### config.mk
export PLATFORM = sky130hd
export DESIGN_NAME = conv1d_mac_sched
export DESIGN_NICKNAME = d
export VERILOG_FILES = /design/src/rtl/conv1d_mac_sched.sv
export SDC_FILE = /design/constraint.sdc
export NUM_CORES = 1
export LEC_CHECK = 0
export ABC_CLOCK_PERIOD_IN_PS = 2600
export BUFFER_PORTS_ARGS = -buffer_cell sky130_fd_sc_hd__buf_2
export CAP_MARGIN = 40
export CORE_MARGIN = 1
export CORE_UTILIZATION = 42
export CTS_CLUSTER_SIZE = 8
export DETAILED_ROUTE_END_ITERATION = 6
export HOLD_SLACK_MARGIN = 0.03
export PLACE_DENSITY = 0.74
export SYNTH_ARGS = -nofsm -noshare
export SYNTH_HDL_FRONTEND = slang
export SYNTH_SLANG_ARGS = --single-unit
export TNS_END_PERCENT = 5
### constraint.sdc
create_clock -name ck -period 2.6 [get_ports ck]
set_input_delay 0.52 -clock ck [delete_from_list [all_inputs] [get_ports ck]]
set_output_delay 0.52 -clock ck [all_outputs]
set_load 0.01 [all_outputs]
### src/rtl/conv1d_mac_sched.sv
// rtl/conv1d_mac_sched.sv - TAPS-tap 1D convolution scheduler driving one shared pipelined multiplier
// Holds coefficients and a sample window; issues one multiply per cycle and accumulates returned products.
module conv1d_mac_sched #(
  parameter int TAPS    = 4,
  parameter int DW      = 4,
  parameter int MUL_LAT = 1,
  parameter int ACC_W   = 10
) (
  input  logic                     ck,
  input  logic                     rst,
  input  logic                     cfg_we,
  input  logic [$clog2(TAPS)-1:0]  cfg_addr,
  input  logic [DW-1:0]            cfg_data,
  input  logic                     clr,
  input  logic                     in_valid,
  input  logic [DW-1:0]            in_data,
  output logic                     in_ready,
  output logic [DW-1:0]            mul_a,
  output logic [DW-1:0]            mul_b,
  input  logic [2*DW-1:0]          mul_p,
  output logic                     out_valid,
  output logic [ACC_W-1:0]         out_data,
  input  logic                     out_ready,
  output logic                     busy
);
  localparam int AW = $clog2(TAPS);
  localparam logic [AW-1:0] IDX_LAST = AW'(TAPS - 1);
  localparam logic [1:0]    DRN_LAST = 2'(MUL_LAT - 1);

  typedef enum logic [1:0] {IDLE, ISSUE, DRAIN, OUT} state_t;

  state_t               r_state, w_next;
  logic [DW-1:0]        r_coef [TAPS];
  logic [DW-1:0]        r_win  [TAPS];
  logic [ACC_W-1:0]     r_acc;
  logic [AW-1:0]        r_idx;
  logic [1:0]           r_dcnt;
  logic [MUL_LAT-1:0]   r_vpipe;
  logic                 w_idle, w_issue, w_accept, w_vout;

  assign w_idle   = (r_state == IDLE);
  assign w_issue  = (r_state == ISSUE);
  assign w_accept = w_idle && in_valid;
  // Marks the cycle in which the product of an issued tap is present on mul_p.
  assign w_vout   = r_vpipe[MUL_LAT-1];

  assign in_ready  = w_idle;
  assign busy      = !w_idle;
  assign out_valid = (r_state == OUT);
  assign out_data  = r_acc;
  assign mul_a     = w_issue ? r_win[r_idx]  : '0;
  assign mul_b     = w_issue ? r_coef[r_idx] : '0;

  always_comb begin
    w_next = r_state;
    case (r_state)
      IDLE:    if (in_valid)            w_next = ISSUE;
      ISSUE:   if (r_idx == IDX_LAST)   w_next = DRAIN;
      DRAIN:   if (r_dcnt == DRN_LAST)  w_next = OUT;
      OUT:     if (out_ready)           w_next = IDLE;
      default:                          w_next = IDLE;
    endcase
  end

  always_ff @(posedge ck or posedge rst) begin
    if (rst) begin
      r_state <= IDLE;
      r_acc   <= '0;
      r_idx   <= '0;
      r_dcnt  <= '0;
      r_vpipe <= '0;
      for (int i = 0; i < TAPS; i++) begin
        r_coef[i] <= '0;
        r_win[i]  <= '0;
      end
    end else begin
      r_state <= w_next;
      r_vpipe <= MUL_LAT'({r_vpipe, w_issue});

      // A write in the accepting cycle lands before the first tap is issued.
      if (w_idle && cfg_we)
        r_coef[cfg_addr] <= cfg_data;

      if (w_accept) begin
        for (int i = 1; i < TAPS; i++)
          r_win[i] <= r_win[i-1];
        r_win[0] <= in_data;
        r_acc    <= '0;
        r_idx    <= '0;
      end else begin
        if (w_idle && clr)
          for (int i = 0; i < TAPS; i++)
            r_win[i] <= '0;
        if (w_vout)
          r_acc <= r_acc + ACC_W'(mul_p);
      end

      if (w_issue) begin
        r_idx  <= (r_idx == IDX_LAST) ? '0 : r_idx + 1'b1;
        r_dcnt <= '0;
      end else if (r_state == DRAIN) begin
        r_dcnt <= r_dcnt + 2'd1;
      end
    end
  end
endmodule

==> run_results.csv <==
group,metric,value,unit
yosys,synth_edf_count,0,
drt,drc,0,
yosys,yosysTopAreaCell,"dfrtp_1",
sta,hold_viol,0,
drt,antenna_left,0,
pwr,power,0.003504,W
critical_path,slowest_delay,540,ps
yosys,synth_nets,246,
floorplan,die_area,0.006295,sq mm
outcome,status,"completed",
pwr,power.density,1185,mW/mm^2
critical_path,crit_required,2080,ps
floorplan,die_width,79.34,um
yosys,synthArstFlopShare,100.0,%
pwr,irDropWorstVdd,0.5331,mV
global_route,grt_pass1_wl,8.224,mm
yosys,synth_area_per_cell,12.14,sq um
yosys,synth_seq_cells,49,
yosys,yosys.area.top_type_share,48.80,%
clocking,numCtsBuffers,5,
clocking,cts.path.max_buffers,2,
global_route,grt_max_degree,50,
pwr,cellLeakagePower,1.466,nW
clocking,path_clk_slew,100,ps
job,maxCapViolations,0,
sta,skew,5.346,ps
finish,diodes,0,
drt,dr.pass1.iters,4,
yosys,yosys.cell_types.count,38,
finish,area_growth,17.68,%
clocking,clk_latency,300,ps
sta,finalSetupTns,0,ps
sta,slew-limit-headroom,66.11,%
finish,fillCellCount,492,
finish,drive_gt1_share,31.64,%
critical_path,critPathBufInv,2,
drt,drtIter0Drc,58,
pwr,clock_power_share,15.8,%
min_path,hold_class,"input pin to async pin",
global_route,grt_pass1_vias,1770,
placed_design,gp_congestion,0.7908,
global_route,antenna_found_initial,0,
clocking,cts_resized,0,
pwr,swShare,36.92,%
pwr,p_sw,0.001293,W
pwr,power_frac_comb,44.8,%
clocking,h-tree-depth,2,
drt,vias,1790,
clocking,cts-root-buf,"clkbuf_8",
sta,period_share,85.66,%
global_route,grt_util_all_layers,17.37,%
floorplan,start_util,44.53,%
drt,wl_per_cell,14.91,um
placed_design,io_buffers,44,
yosys,syn_inst,207,
drt,avgViaCountPerCell,5.457,
global_route,gr-total-overflow,0,
yosys,yosysSeqAreaShare,48.80,%
clocking,cts_tree,"built",
clocking,post-cts-setup-buffer-count,0,
yosys,synthTopCellsByArea,"dfrtp_1, mux4_2, ha_1, a22o_1, mux2_2",
sta,setup_violations,0,
critical_path,cp_max_fo,11,
clocking,cts_hold_buf,0,
yosys,synthFlopType,"dfrtp_1",
critical_path,path_class,"register to primary output",
critical_path,path_delay_family,"multiplexers",
floorplan,placementRows,27,
drt,wirelength,4.891,mm
critical_path,cp_cell_sequence,"buf_4 -> mux4_2 -> and2_1 -> buf_2",
finish,nNetsFinal,294,
critical_path,cp_slowest_cell,"mux4_2",
sta,rsz0062_at_grt,"no",
floorplan,core-area,0.005642,sq mm
yosys,synth_warnings,0,
clocking,clock_sinks,49,
critical_path,endpoint_kind,"primary output",
sta,fmax,449.0,MHz
pwr,p_int,0.002210,W
sta,worst_pin_slew,508.3,ps
sta,maxSlewViolCount,0,
pwr,seq_power_share,39.5,%
floorplan,die_h,79.34,um
placed_design,dp_hpwl,3.543,mm
critical_path,arrival,1710,ps
yosys,synth_area,0.002512,sq mm
sta,period_minus_slack,2227,ps
floorplan,io_pins,45,
critical_path,start_kind,"register",
-- path summary, 6_finish.rpt --
path / start / end / slack (ps) / depth (start not counted)
hold / removal: rst / out_data[0] / 230 / 3
min in group ck: in_data[3] / r_win[15] / 430 / 2
hold reg to reg: r_coef[8] / r_coef[8] / 500 / 1
setup reg to reg: out_data[3] / out_data[7] / 590 / 6
setup / recovery: r_idx[0] / mul_b[3] / 370 / 4
max in group asynchronous: rst / r_coef[1] / 2140 / 3
-- registers in the layout, summed over array words and instances, names as in the netlist --
signal,flops
r_dcnt,2
r_coef,16
out_data,10
r_win,16
r_vpipe,1
r_idx,2
r_state,2
-- cells by family (layout without fill, tap and decap cells) --
logic type                 count (synthesis)  count (layout)  share of synthesized area, %
AOI/OAI and AO/OA                         46              46                         13.00
and+or+nand+nor                           46              46                         9.711
buffers and inverters                     17              66                         2.589
DFF                                       49              49                         48.80
muxes                                     30              30                         16.73
xor gates and xnor gates                   4               4                         1.395
adders and majority gates                 15              15                         7.769
-- final cells by class --
class	count	area (sq um)	area share, %
Sequential cell	49	1226	41.47
Multi-Input combinational cell	141	1221	41.30
Timing Repair Buffer	49	270.3	9.141
Tap cell	72	90.09	3.047
Clock buffer	5	68.82	2.328
Clock inverter	3	46.29	1.566
Inverter	9	33.78	1.143
-- layer usage --
metal / part of all wire, % / vias to the layer above / GRT usage (%)
met2: 48 / 36 / 28.62
met3: 4.1 / 6 / 4.368
met5: 0 / - / 0
met4: 1.2 / 0 / 5.455
li1: - / 857 / -
met1: 47 / 891 / 22.40
-- worst min-delay path: stages --
cell,delay (ps)
buf_2,100
inv_2,60
buf_12,250
-- power groups by stage --
| stage | Combinational, W | Sequential, W | Clock (W) |
|---|---|---|---|
| global placement | 0.00152 | 0.00138 | 0 |
| floorplan | 0.00120 | 0.00132 | 0 |
| detailed placement | 0.00159 | 0.00139 | 0 |
| finish | 0.00157 | 0.00138 | 0.000552 |
| CTS | 0.00159 | 0.00138 | 0.000567 |
| global route | 0.00175 | 0.00143 | 0.000613 |
-- stage by stage --
| stage | cell area [sq um] | std cells | hold WS (ps) | setup WS, ps | util [%] |
|---|---|---|---|---|---|
| finish | 2957 | 328 | 233.3 | 373.0 | 52.41 |
| global placement | 2834 | 319 | 472.9 | 424.3 | 50.23 |
| detailed placement | 2841 | 320 | 480.2 | 378.7 | 50.37 |
| floorplan | 2512 | 207 | 459.4 | 567.4 | - |
| global route | 2957 | 328 | 245.4 | 275.6 | 52.41 |
| CTS | 2957 | 328 | 241.1 | 348.2 | 52.41 |
-- cell usage in the layout (no fill, tap or decap), types with 5 or more instances in the layout --
master    instances
nand2_1          12
and2_1           10
mux2i_1           6
buf_2            44
dfrtp_1          49
o21ai_0          11
inv_1             8
mux4_2            8
nor2_1           10
ha_1             14
mux2_2           12
clkbuf_8          5
a22o_1           16
-- Yosys cell counts (all sizes together), types with 6 or more instances --
library cell	n
a22o	16
mux4	8
mux2i	6
clkbuf	6
o21ai	14
and2	10
ha	14
inv	9
nand2	12
nor2	10
dfrtp	49
mux2	16
Note: power is estimated with default switching activity, not from simulation.
